===== src/rtl/quadrature_lock_detector.sv =====
// Quadrature lock detector.
// The block measures the period of a reference square wave (signal_in). It also
// measures the delay from each reference rising edge to the next rising edge of
// the lock-in output (signal_out). Lock is declared when 4*delay matches the
// period to within TOL cycles for LOCK_CNT consecutive periods. This is the
// condition for a 90 degree shift.
//
// Ports
//   clk        : single clock, all logic on the rising edge
//   reset      : asynchronous, active-high reset
//   signal_in  : reference square wave (asynchronous to clk)
//   signal_out : lock-in output, nominally 90 degrees behind signal_in
//   locked     : quadrature lock achieved
//   phase_err  : signed 4*delay - period of the last closed period
//   period     : last measured reference period in clk cycles
//   err_valid  : one-cycle pulse in the cycle period/phase_err/missing update
//   missing    : the last closed period contained no signal_out rising edge
//   timeout    : no reference edge for 2^CNT_W-1 cycles; cleared by next ref rise
//   fsm_state  : current FSM state (0 IDLE, 1 WAIT_Q, 2 WAIT_REF) for observation
//
// Handshake: the outputs are a pure pulse stream with no back-pressure.
// period, phase_err, missing and locked are stable from the err_valid cycle
// until the next err_valid pulse, a timeout, or a reset.
module quadrature_lock_detector #(
  parameter int CNT_W      = 16,
  parameter int TOL        = 4,
  parameter int LOCK_CNT   = 8,
  parameter int UNLOCK_CNT = 2
) (
  input  logic                    clk,
  input  logic                    reset,
  input  logic                    signal_in,
  input  logic                    signal_out,
  output logic                    locked,
  output logic signed [CNT_W+2:0] phase_err,
  output logic [CNT_W-1:0]        period,
  output logic                    err_valid,
  output logic                    missing,
  output logic                    timeout,
  output logic [1:0]              fsm_state
);

  localparam int PE_W = CNT_W + 3;
  localparam int GW   = $clog2(LOCK_CNT + 1);
  localparam int BW   = $clog2(UNLOCK_CNT + 1);

  localparam logic [CNT_W-1:0]       CNT_MAX  = '1;
  localparam logic signed [PE_W-1:0] PE_MIN   = {1'b1, {(PE_W-1){1'b0}}};
  localparam logic signed [PE_W-1:0] TOL_HI   = PE_W'(TOL);
  localparam logic signed [PE_W-1:0] TOL_LO   = -TOL_HI;
  localparam logic [GW-1:0]          GOOD_MAX = GW'(LOCK_CNT);
  localparam logic [BW-1:0]          BAD_MAX  = BW'(UNLOCK_CNT);

  typedef enum logic [1:0] {
    IDLE     = 2'd0,
    WAIT_Q   = 2'd1,
    WAIT_REF = 2'd2
  } state_t;

  state_t state, next_state;

  logic ref_s1, ref_s2, ref_d;
  logic q_s1, q_s2, q_d;
  logic ref_rise, q_rise;

  logic [CNT_W-1:0] cnt;
  logic [CNT_W-1:0] delay;
  logic [GW-1:0]    good_run;
  logic [BW-1:0]    bad_run;

  logic                   close_period;
  logic                   tmo_hit;
  logic                   good;
  logic signed [PE_W-1:0] pe_calc;
  logic [GW-1:0]          good_next;
  logic [BW-1:0]          bad_next;

  // Two-flop synchronizers followed by a rising-edge detector. Both paths
  // are built the same way, so a coincident input edge stays coincident.
  always_ff @(posedge clk or posedge reset) begin
    if (reset) begin
      ref_s1 <= 1'b0;
      ref_s2 <= 1'b0;
      ref_d  <= 1'b0;
      q_s1   <= 1'b0;
      q_s2   <= 1'b0;
      q_d    <= 1'b0;
    end else begin
      ref_s1 <= signal_in;
      ref_s2 <= ref_s1;
      ref_d  <= ref_s2;
      q_s1   <= signal_out;
      q_s2   <= q_s1;
      q_d    <= q_s2;
    end
  end

  assign ref_rise  = ref_s2 & ~ref_d;
  assign q_rise    = q_s2 & ~q_d;
  assign fsm_state = state;

  // State register
  always_ff @(posedge clk or posedge reset) begin
    if (reset) state <= IDLE;
    else       state <= next_state;
  end

  // Next-state logic. A ref rise opens a new period. A q rise in the same
  // cycle belongs to that new period, so the FSM goes straight to WAIT_REF.
  always_comb begin
    next_state = state;
    case (state)
      IDLE: begin
        if (ref_rise) next_state = q_rise ? WAIT_REF : WAIT_Q;
      end
      WAIT_Q: begin
        if (ref_rise)     next_state = q_rise ? WAIT_REF : WAIT_Q;
        else if (tmo_hit) next_state = IDLE;
        else if (q_rise)  next_state = WAIT_REF;
      end
      WAIT_REF: begin
        if (ref_rise)     next_state = q_rise ? WAIT_REF : WAIT_Q;
        else if (tmo_hit) next_state = IDLE;
      end
      default: next_state = IDLE;
    endcase
  end

  // Output and decode logic
  always_comb begin
    close_period = ref_rise && (state != IDLE);
    // A ref rise in the same cycle takes priority over the timeout.
    tmo_hit      = !ref_rise && (state != IDLE) && (cnt == CNT_MAX);
    // 4*delay - period at full width: zero-extend both operands to PE_W.
    pe_calc      = $signed({1'b0, delay, 2'b00}) - $signed({3'b000, cnt});
    good         = (state == WAIT_REF) && (pe_calc >= TOL_LO) && (pe_calc <= TOL_HI);
    good_next    = (good_run == GOOD_MAX) ? good_run : good_run + GW'(1);
    bad_next     = (bad_run == BAD_MAX) ? bad_run : bad_run + BW'(1);
  end

  // Measurement datapath and lock bookkeeping
  always_ff @(posedge clk or posedge reset) begin
    if (reset) begin
      cnt       <= '0;
      delay     <= '0;
      period    <= '0;
      phase_err <= '0;
      missing   <= 1'b0;
      err_valid <= 1'b0;
      timeout   <= 1'b0;
      locked    <= 1'b0;
      good_run  <= '0;
      bad_run   <= '0;
    end else begin
      err_valid <= close_period;

      // cnt saturates at CNT_MAX and never wraps.
      if (ref_rise)
        cnt <= CNT_W'(1);
      else if ((state != IDLE) && (cnt != CNT_MAX))
        cnt <= cnt + CNT_W'(1);

      if (ref_rise && q_rise)
        delay <= '0;
      else if (q_rise && (state == WAIT_Q))
        delay <= cnt;

      if (close_period) begin
        period    <= cnt;
        missing   <= (state == WAIT_Q);
        phase_err <= (state == WAIT_Q) ? PE_MIN : pe_calc;
        if (good) begin
          good_run <= good_next;
          bad_run  <= '0;
          if (good_next == GOOD_MAX) locked <= 1'b1;
        end else begin
          bad_run  <= bad_next;
          good_run <= '0;
          if (bad_next == BAD_MAX) locked <= 1'b0;
        end
      end

      if (ref_rise) begin
        timeout <= 1'b0;
      end else if (tmo_hit) begin
        timeout  <= 1'b1;
        locked   <= 1'b0;
        good_run <= '0;
        bad_run  <= '0;
      end
    end
  end

endmodule


===== config.mk =====
export PLATFORM = sky130hd
export DESIGN_NAME = quadrature_lock_detector
export DESIGN_NICKNAME = d
export VERILOG_FILES = /design/src/rtl/quadrature_lock_detector.sv
export SDC_FILE = /design/constraint.sdc
export NUM_CORES = 1
export LEC_CHECK = 0
export CORE_UTILIZATION = 55
export CTS_CLUSTER_DIAMETER = 40
export DETAILED_ROUTE_END_ITERATION = 8
export GPL_TIMING_DRIVEN = 1
export PLACE_DENSITY = 0.78
export SLEW_MARGIN = 25
export SYNTH_ARGS = -nofsm -noshare
export SYNTH_HDL_FRONTEND = slang
export SYNTH_SLANG_ARGS = --single-unit

===== constraint.sdc =====
create_clock -name clk -period 4.8 [get_ports clk]
set_input_delay 1.44 -clock clk [delete_from_list [all_inputs] [get_ports clk]]
set_output_delay 1.44 -clock clk [all_outputs]
set_load 0.005 [all_outputs]

Word level (Yosys, flattened, before mapping)

Index checks and enable logic that the tools add are counted.
Widths: inputs -> output; s select.

$add $sub $neg: 4
Magnitude comparators: 2
Equal/unequal tests: 11
Multiplexer cells: 31
Bitwise logic cells: 4
Reductions and logical operators: 15

Operator list:

| cell                  | number |
|---|---|
| $mux 16               | 4 |
| $mux 2                | 12 |
| $mux 4                | 5 |
| $ge 19x3->1 const B   | 1 |
| $le 19x4->1 const B   | 1 |
| $mux 19               | 1 |
| $sub 18x16->19        | 1 |
| $add 16x1->16 const B | 1 |
| $eq 16x16->1 const B  | 1 |
| $ne 16x16->1 const B  | 1 |
| $eq 4x4->1 const B    | 2 |
| $logic_and 1x1->1     | 8 |
| $mux 1                | 8 |
| $reduce_bool 2->1     | 4 |
| $eq 2x2->1 const B    | 3 |
| $pmux 2 s3            | 1 |
| $add 4x1->4 const B   | 1 |
| $ne 4x4->1 const B    | 1 |
| $ne 3x3->1 const B    | 1 |
| $reduce_and 3->1      | 1 |
| $add 2x1->2 const B   | 1 |
| $and 1x1->1           | 2 |
| $eq 2x1->1 const B    | 1 |
| $logic_not 2->1       | 1 |
| other kinds (3)       | 4 |

Register bits after elaboration: 85
Bits of input ports: 4
Word-level logic and storage cells: 84

Longest topological paths before layout

Gate-level depths: netlist of run 1.

Word-level depth: 8
Gate-level depth with buffers: 13

Least setup slack after synthesis of run 1

OpenSTA, ideal clock, no wires.

Path kind: flip-flop to flip-flop
Start point: register cnt[2]
End point: register locked
Library setup time: 120 ps
Arrival time: 3002 ps
Slack: 1678 ps
Stages on the path, launching flop included: 14
Period minus slack after synthesis: 3122 ps
Cell sequence: dfrtp_1 -> inv_1 -> ha_1 -> buf_4 -> or3b_4 -> a221oi_2 -> o211ai_1 -> o21bai_1 -> a31oi_2 -> xnor2_2 -> nor3b_1 -> a32o_2 -> or2_1 -> a31o_1

Longest elaborated chain between the ends: 8

RTL lines:

| what                           | RTL line | text |
|---|---|---|
| start, declared                | 66       | `logic [CNT_W-1:0] cnt;` |
| start signal, assigned         | 161      | `cnt <= cnt + CNT_W'(1);` |
| $sub 18x16->19                 | 135      | `pe_calc = $signed({1'b0, delay, 2'b00}) - $signed({3'b000, cnt});` |
| $ge 19x3->1                    | 136      | `good = (state == WAIT_REF) && (pe_calc >= TOL_LO) && (pe_calc <= TOL_HI);` |
| $logic_and 1x1->1 (2 in a row) | 136      |  |
| $mux 1                         | 172      | `if (good) begin` |
| $mux 1                         | 168      | `if (close_period) begin` |
| $mux 1                         | 185      | `end else if (tmo_hit) begin` |
| $mux 1 (*)                     | 183      | `if (ref_rise) begin` |
| end signal, assigned           | 175      | `if (good_next == GOOD_MAX) locked <= 1'b1;` |
| end signal, assigned           | 179      | `if (bad_next == BAD_MAX) locked <= 1'b0;` |
| end signal, assigned           | 187      | `locked <= 1'b0;` |
| end, declared                  | 34       | `output logic locked,` |

Mark *: on every way between the ends. The rest lies on a longest branch, timed or not.
A chain may end at the register's enable or synchronous reset.

Final worst setup path of run 1

Ends and elaborated chain as after synthesis.

==> results of run 1 <==
==> routing by layer <==
layer / track usage (%) / wire length, um / vias up / part of all wire, %
met4: 8.33 / 158 / 0 / 1.6
met5: 0 / 0 / - / 0
met3: 3.61 / 514 / 15 / 5.2
met1: 35.0 / 4680 / 1746 / 47
li1: - / - / 1737 / -
met2: 39.0 / 4610 / 129 / 46
==> path summary, 6_finish.rpt <==
kind / start / end / slack [ns]
worst max-delay path: cnt[2] / locked / 1.31
worst min-delay path: ref_s1 / ref_s2 / 0.35
worst max register to register: cnt[2] / locked / 1.31
worst min register to register: ref_s1 / ref_s2 / 0.35
max in group asynchronous: reset / phase_err[5] / 2.52
min in group asynchronous: reset / cnt[12] / 1.52
==> power groups by stage <==
stage | logic, W | registers [W] | clock network, W
floorplan | 0.000878 | 0.000922 | 0
global placement | 0.00119 | 0.000941 | 0
detailed placement | 0.00123 | 0.000948 | 0
CTS | 0.00123 | 0.000934 | 0.000536
global route | 0.00138 | 0.000954 | 0.000556
finish | 0.00125 | 0.000933 | 0.000525
==> state kept, by name, summed over array words and instances (netlist names), 2 cells and up <==
name       cells
bad_run        2
cnt           16
delay         16
fsm_state      2
good_run       4
period        16
phase_err     19
==> area by class of cell <==
type	count	area, um2	share of cell area, %
tap	102	128	2.45
clock inverter	4	45.0	0.865
timing repair buffer	48	470	9.04
multi-input combinational	337	2170	41.7
clock buffer	12	165	3.17
inverter	26	98.8	1.90
sequential	85	2130	40.9
==> per-stage QoR <==
step / worst slack, ns / utilization, % / hold WS, ns / cells
4_1_cts: 1.37 / 66.7 / 0.357 / 614
6_report: 1.31 / 66.7 / 0.353 / 614
3_5_place_dp: 1.39 / 64.0 / 0.345 / 598
3_3_place_gp: 1.50 / 63.9 / 0.333 / 598
2_1_floorplan: 1.17 / - / 0.331 / 473
5_1_grt: 1.04 / 66.7 / 0.365 / 614
==> worst register-to-register path: stages (launching register included) <==
cell,delay (ns)
dfrtp_1,0.41
inv_1,0.11
ha_1,0.44
or3b_4,0.43
a221oi_2,0.41
o211ai_1,0.17
o21bai_1,0.23
a31oi_2,0.07
xnor2_2,0.19
nor3b_1,0.16
a32o_2,0.30
or2_1,0.26
a31o_1,0.21
==> logic make-up after synthesis <==
logic type	count (synthesis)	share of synthesized area, %
compound gates	129	18.8
xor+xnor	30	6.19
fa+ha+maj	20	5.58
buf+inv	51	4.52
flops	85	47.4
mux	2	0.446
simple gates	156	17.0
==> cells in the final DEF (no fill, tap or decap), types with 10 or more instances in the layout <==
cell / n
a21oi_1: 22
nor3_1: 10
inv_1: 25
clkbuf_8: 12
nand4_1: 11
nand3_1: 13
ha_1: 20
nor2_1: 36
o21ai_0: 47
clkdlybuf4s50_1: 44
nand2_1: 53
xnor2_1: 22
dfrtp_1: 85
a22o_1: 22
==> results.md, run 1 <==
* CP Cell Sequence: inv_1 -> ha_1 -> or3b_4 -> a221oi_2 -> o211ai_1 -> o21bai_1 -> a31oi_2 -> xnor2_2 -> nor3b_1 -> a32o_2 -> or2_1 -> a31o_1
* Starting Density at between 50% and 60%
* Gpl congestion at 0.961
* Crit path time final at ~3.5 ns
* Final setup TNS at 0 ns
* Slew @ Worst Pin at approximately 0.9 ns
* Routed Antenna Nets at 0
* Global-route wire length before repair at about 17,000 um
* Switching part of the total power at 37.4%
* CTS tree: built
* WP data required at about 5.0 ns
* Filler cell count at 622
* Reg clk slew, reported paths at approximately 0.080 ns
* CTS sink cnt at 85
* Syn Inst Count at roughly 470
* Setup Fix Bufs, Post-CTS at 0
* Drt first pass iters at 5
* Combinational share of power at 46.1%
* DR DRC count at 0
* Clock share of power at between 10% and 20%
* Worst path depth at 12
* Vias in the first global route at between 3k and 4k
* Yosys reg bits at 85
* Clock Latency Late Sink at 0.34 ns
* Worst path max stage delay at 0.44 ns
* Share of cells above drive strength 1 at 7.42%
* Die width at approximately 92 um
* Lkg Pwr at 2.30 nW
* Core Area at approximately 0.0078 mm2
* GRT overflow at 0
* Vias/cell at roughly 5.9
* RSZ-0062 raised after global routing: false
* Yosys warning count at 0
* WS Path Type: reg -> reg
* CTS Buffer Depth at 2
* Critical-path top delay cell: ha_1
* Post-synth ARST share at 100%
* Fin. Hold Viols at 0
* Ant. Diodes at 0
* Initial antenna violation count at 0
* Chip height at approximately 92 um
* Num CTS Buffers at 9
* Design Area, Final at 0.00520 mm2
* Worst r2r path cells at 12
* Worst clock skew at 0.00760 ns
* Routed WL at between 9000 and 10,000 um
* Switch Pwr at approximately 0.0010 W
* Placed inst area at 0.00499 mm2
* Crit-path max FO at 8
* WL/cell at ~16 um
* # setup viols final at 0
* Largest net degree at the start of global routing at 44
* Hold/Removal Path Class: reg -> reg
* Ports at between 40 and 50
* Critical Path End Type: flip-flop
* Buffers and inverters on the worst path at 1
* Layout Nets at around 530
* Top cells by area, synth: dfrtp_1 (47%), ha_1 (5.6%), o21ai_0 (5.4%)
* Synth top area share at a little under half
* Worst endpoint data arrival time at 3.73 ns
* Worst hold stages at 0
* H-tree levels at 3
* Starting DRT DRC Count at about 340
* Slew Limit Fails at 0
* Post-synth EDFFs at 0
* CTS resizes at 0
* Seq/Total Area, Yosys at 47.4%
* Flop pwr share at 34.5%
* Top_reg_cell synth: dfrtp_1
* Vias after detailed routing at 3,627
* Total GRT Usage at 24.7%
* CTS root buf: clkbuf_8
* CP top delay family: compound AO/OA/AOI/OAI gates
* Die Area at between 0.008 and 0.009 mm2
* Synth cell types at between 50 and 60
* Peak VDD IR at 0.000271 V
* Slew margin rel. at 38.3%
* Fin crit share at 72.7%
* Run status: complete, no violations
* Synth top cells by count: dfrtp_1 (85), nand2_1 (53), o21ai_0 (48)
* Most numerous cell in the Yosys netlist: dfrtp_1
* Site Rows at 32
* Max-cap violation count at 0
* Port bufs at 44
* Power per standard cell area at 520 mW/mm2
* Area grow syn2layout at 16.0%
* Power Total at between 0.002 and 0.003 W
* Fmax at 287 MHz
* Mean Syn Cell Area at 9.48 um2
* Critical path startpoint category: flip-flop
* Post-CTS Hold Fix Bufs at 0
* Area leader, netlist: dfrtp_1
* Post-Syn Area at about 0.0045 mm2
* DPL Wire Length at 7250 um
* Cell internal pwr at 0.00169 W
* Post-synth net total at 497
Note: power is estimated with default switching activity, not from simulation.
==> run 2, diff against run 1 <==
Clock period 4.8 ns to 3.4 ns, I/O delays scaled along.
==> results.md, run 2 (synthesized netlist as in run 1, its figures left out) <==
* Run status: complete, no violations
* WL/cell at 15.8 um (-2.4%)
* Fin crit share at 95.5% (+23 points)
* Most common cell after layout, fill and taps aside: dfrtp_1
* Fmax at 308 MHz (+7.4%)
* CP Cell Sequence: inv_1 -> ha_1 -> or3b_4 -> a221oi_4 -> o211ai_1 -> o21bai_1 -> a31oi_2 -> xnor2_2 -> nor3b_1 -> a32o_2 -> or2_1 -> a31o_1
* H-tree levels at 3 (unchanged)
* Share of cells above drive strength 1 at 11.2% (+3.8 points)
* Hold/Removal Path Class: reg -> reg
* Chip height at 92.3 um (unchanged)
* Reg clk slew, reported paths at 0.08 ns (about the same)
* Drt first pass iters at 4 (-1)
* Critical path startpoint category: flip-flop
* Hold_sp: q_s1
* GRT busiest layer: met2
* WP data required at 3.66 ns (-1.38 ns)
* Worst endpoint data arrival time at 3.51 ns (-0.22 ns)
* Slew margin rel. at 48.3% (+10 points)
* Power per standard cell area at 747 mW/mm2 (+44%)
* Area grow syn2layout at 19.3%
* DPL Wire Length at 7250 um (+0.10%)
* Die width at 92.3 um (unchanged)
* CTS tree: built
* # setup viols final at 0 (unchanged)
* Ant. Diodes at 0 (unchanged)
* Placed inst area at 0.00509 mm2 (+1.9%)
* Vias after detailed routing at 3,621 (-0.17%)
* Clock Latency Late Sink at 0.37 ns (+0.03 ns)
* Vias/cell at 5.78 (-2.2%)
* Routed WL at 9920 um (-0.38%)
* Power Total at 0.00400 W (+48%)
* Largest register by flop count: phase_err
* GR Layer Usage met2 at 37.8% (-1.1 points)
* Routed Antenna Nets at 0 (unchanged)
* Port bufs at 44 (unchanged)
* GRT overflow at 0 (unchanged)
* Die Area at 0.00852 mm2 (unchanged)
* Global-route wire length before repair at 16,500 um (-0.95%)
* Initial antenna violation count at 0 (unchanged)
* Fin. Hold Viols at 0 (unchanged)
* Cell count after placement at 609 (+1.8%)
* Largest net degree at the start of global routing at 37 (-16%)
* Commonest cells after routing, fill and taps aside: dfrtp_1 (85), nand2_1 (53), o21ai_0 (45)
* Vias in the first global route at 3,445 (+0.55%)
* Site Rows at 32 (unchanged)
* Starting DRT DRC Count at 215 (-36%)
* Ports at 45 (unchanged)
* Num CTS Buffers at 9 (unchanged)
* Worst path max stage delay at 0.42 ns (-0.02 ns)
* WS Path Type: reg -> reg
* Slew Limit Fails at 0 (unchanged)
* Core Area at 0.00781 mm2 (unchanged)
* Worst clock skew at 0.0167 ns (+0.00911 ns)
* CP startpoint: cnt[2]
* Max reg flops at 19 (unchanged)
* Total GRT Usage at 24.9% (+0.23 points)
* Layout Cells excl Fill at 627 (+2.1%)
* DR DRC count at 0 (unchanged)
* Grt met3 use at 4.43% (+0.82 points)
* Layout Nets at 544 (+2.4%)
* CTS root buf: clkbuf_8
* CTS Buffer Depth at 2 (unchanged)
* Max-cap violation count at 0 (unchanged)
* Gpl congestion at 0.979 (+1.9%)
* Peak VDD IR at 0.000328 V (+21%)
* Critical-path top delay cell: dfrtp_1
* Crit-path max FO at 6 (-2)
* Crit path time final at 3.25 ns (-0.241 ns)
* CTS sink cnt at 85 (unchanged)
* Lkg Pwr at 2.37 nW (+3.0%)
* R2r setup slk at 0.15 ns (-1.16 ns)
* Starting Density at 57.5% (unchanged)
* Critical Path End Type: flip-flop
* Slew @ Worst Pin at 0.772 ns (-0.146 ns)
* Design Area, Final at 0.00535 mm2 (+2.8%)
* GR Util met1 at 34.9% (-0.14 points)
* Worst r2r src: cnt[2]
[run 2: cell types whose count changed in the layout (fill, tap and decap cells not counted), sizes merged]
cell      before  now
buf            4   17
clkinvlp       0    2
clkbuf        12   10
[run 2: per-layer routing]
metal	wire length (um)	vias to the layer above
li1	-	1762
met1	4740	1739
met2	4530	101
met3	390	19
met4	261	0
met5	0	-
[run 2: final timing paths]
path / to / cells past startpoint
setup / recovery: locked / 12
hold / removal: q_s2 / 0
setup reg to reg: locked / 12
hold reg to reg: q_s2 / 0
max in group asynchronous: delay[4] / 3
min in group asynchronous: period[10] / 2
[run 2: cell type report]
cell class	count	area, um2
Fill cell	628	2450
Multi-Input combinational cell	337	2230
Sequential cell	85	2130
Timing Repair Buffer	61	581
Clock buffer	10	128
Tap cell	102	128
Inverter	26	98.8
Clock inverter	6	63.8
[run 2: critical path: cells and delay by family (launching register included)]
kind,cells,cell delay [ns]
AOI/OAI and AO/OA,6,1.32
adders and majority gates,1,0.30
and+or+nand+nor,3,0.81
xor gates and xnor gates,1,0.18
DFF,1,0.42
buffers and inverters,1,0.10
[run 2: timing repair]
action,4_1_cts,5_1_grt
hold buffers,0,0
setup buffers,0,2
hold endpoints to repair,0,0
gates resized for setup,0,12
setup endpoints to repair,0,7
[run 2: power breakdown]
part | internal (W) | total [W] | switching (W)
Sequential | 0.00118 | 0.00129 | 0.000109
Combinational | 0.000981 | 0.00201 | 0.00103
Clock | 0.000338 | 0.000699 | 0.000361
Total | 0.00250 | 0.00400 | 0.00150
[run 2: metrics by stage]
step / setup WS (ns) / hold WS, ns / utilization, % / TNS, ns
3_5_place_dp: 0.156 / 0.352 / 65.2 / 0
4_1_cts: 0.0981 / 0.364 / 67.6 / 0
2_1_floorplan: 0.187 / 0.331 / - / 0
5_1_grt: -0.00999 / 0.365 / 68.6 / -0.00999
6_report: 0.153 / 0.365 / 68.6 / 0
3_3_place_gp: 0.246 / 0.333 / 65.1 / 0
==> run 3, diff against run 2 <==
Settings changed: CTS_CLUSTER_DIAMETER 40 to unset.
==> results of run 3 <==
Same layout as run 2: the final DEF is identical, and so are final timing and power.
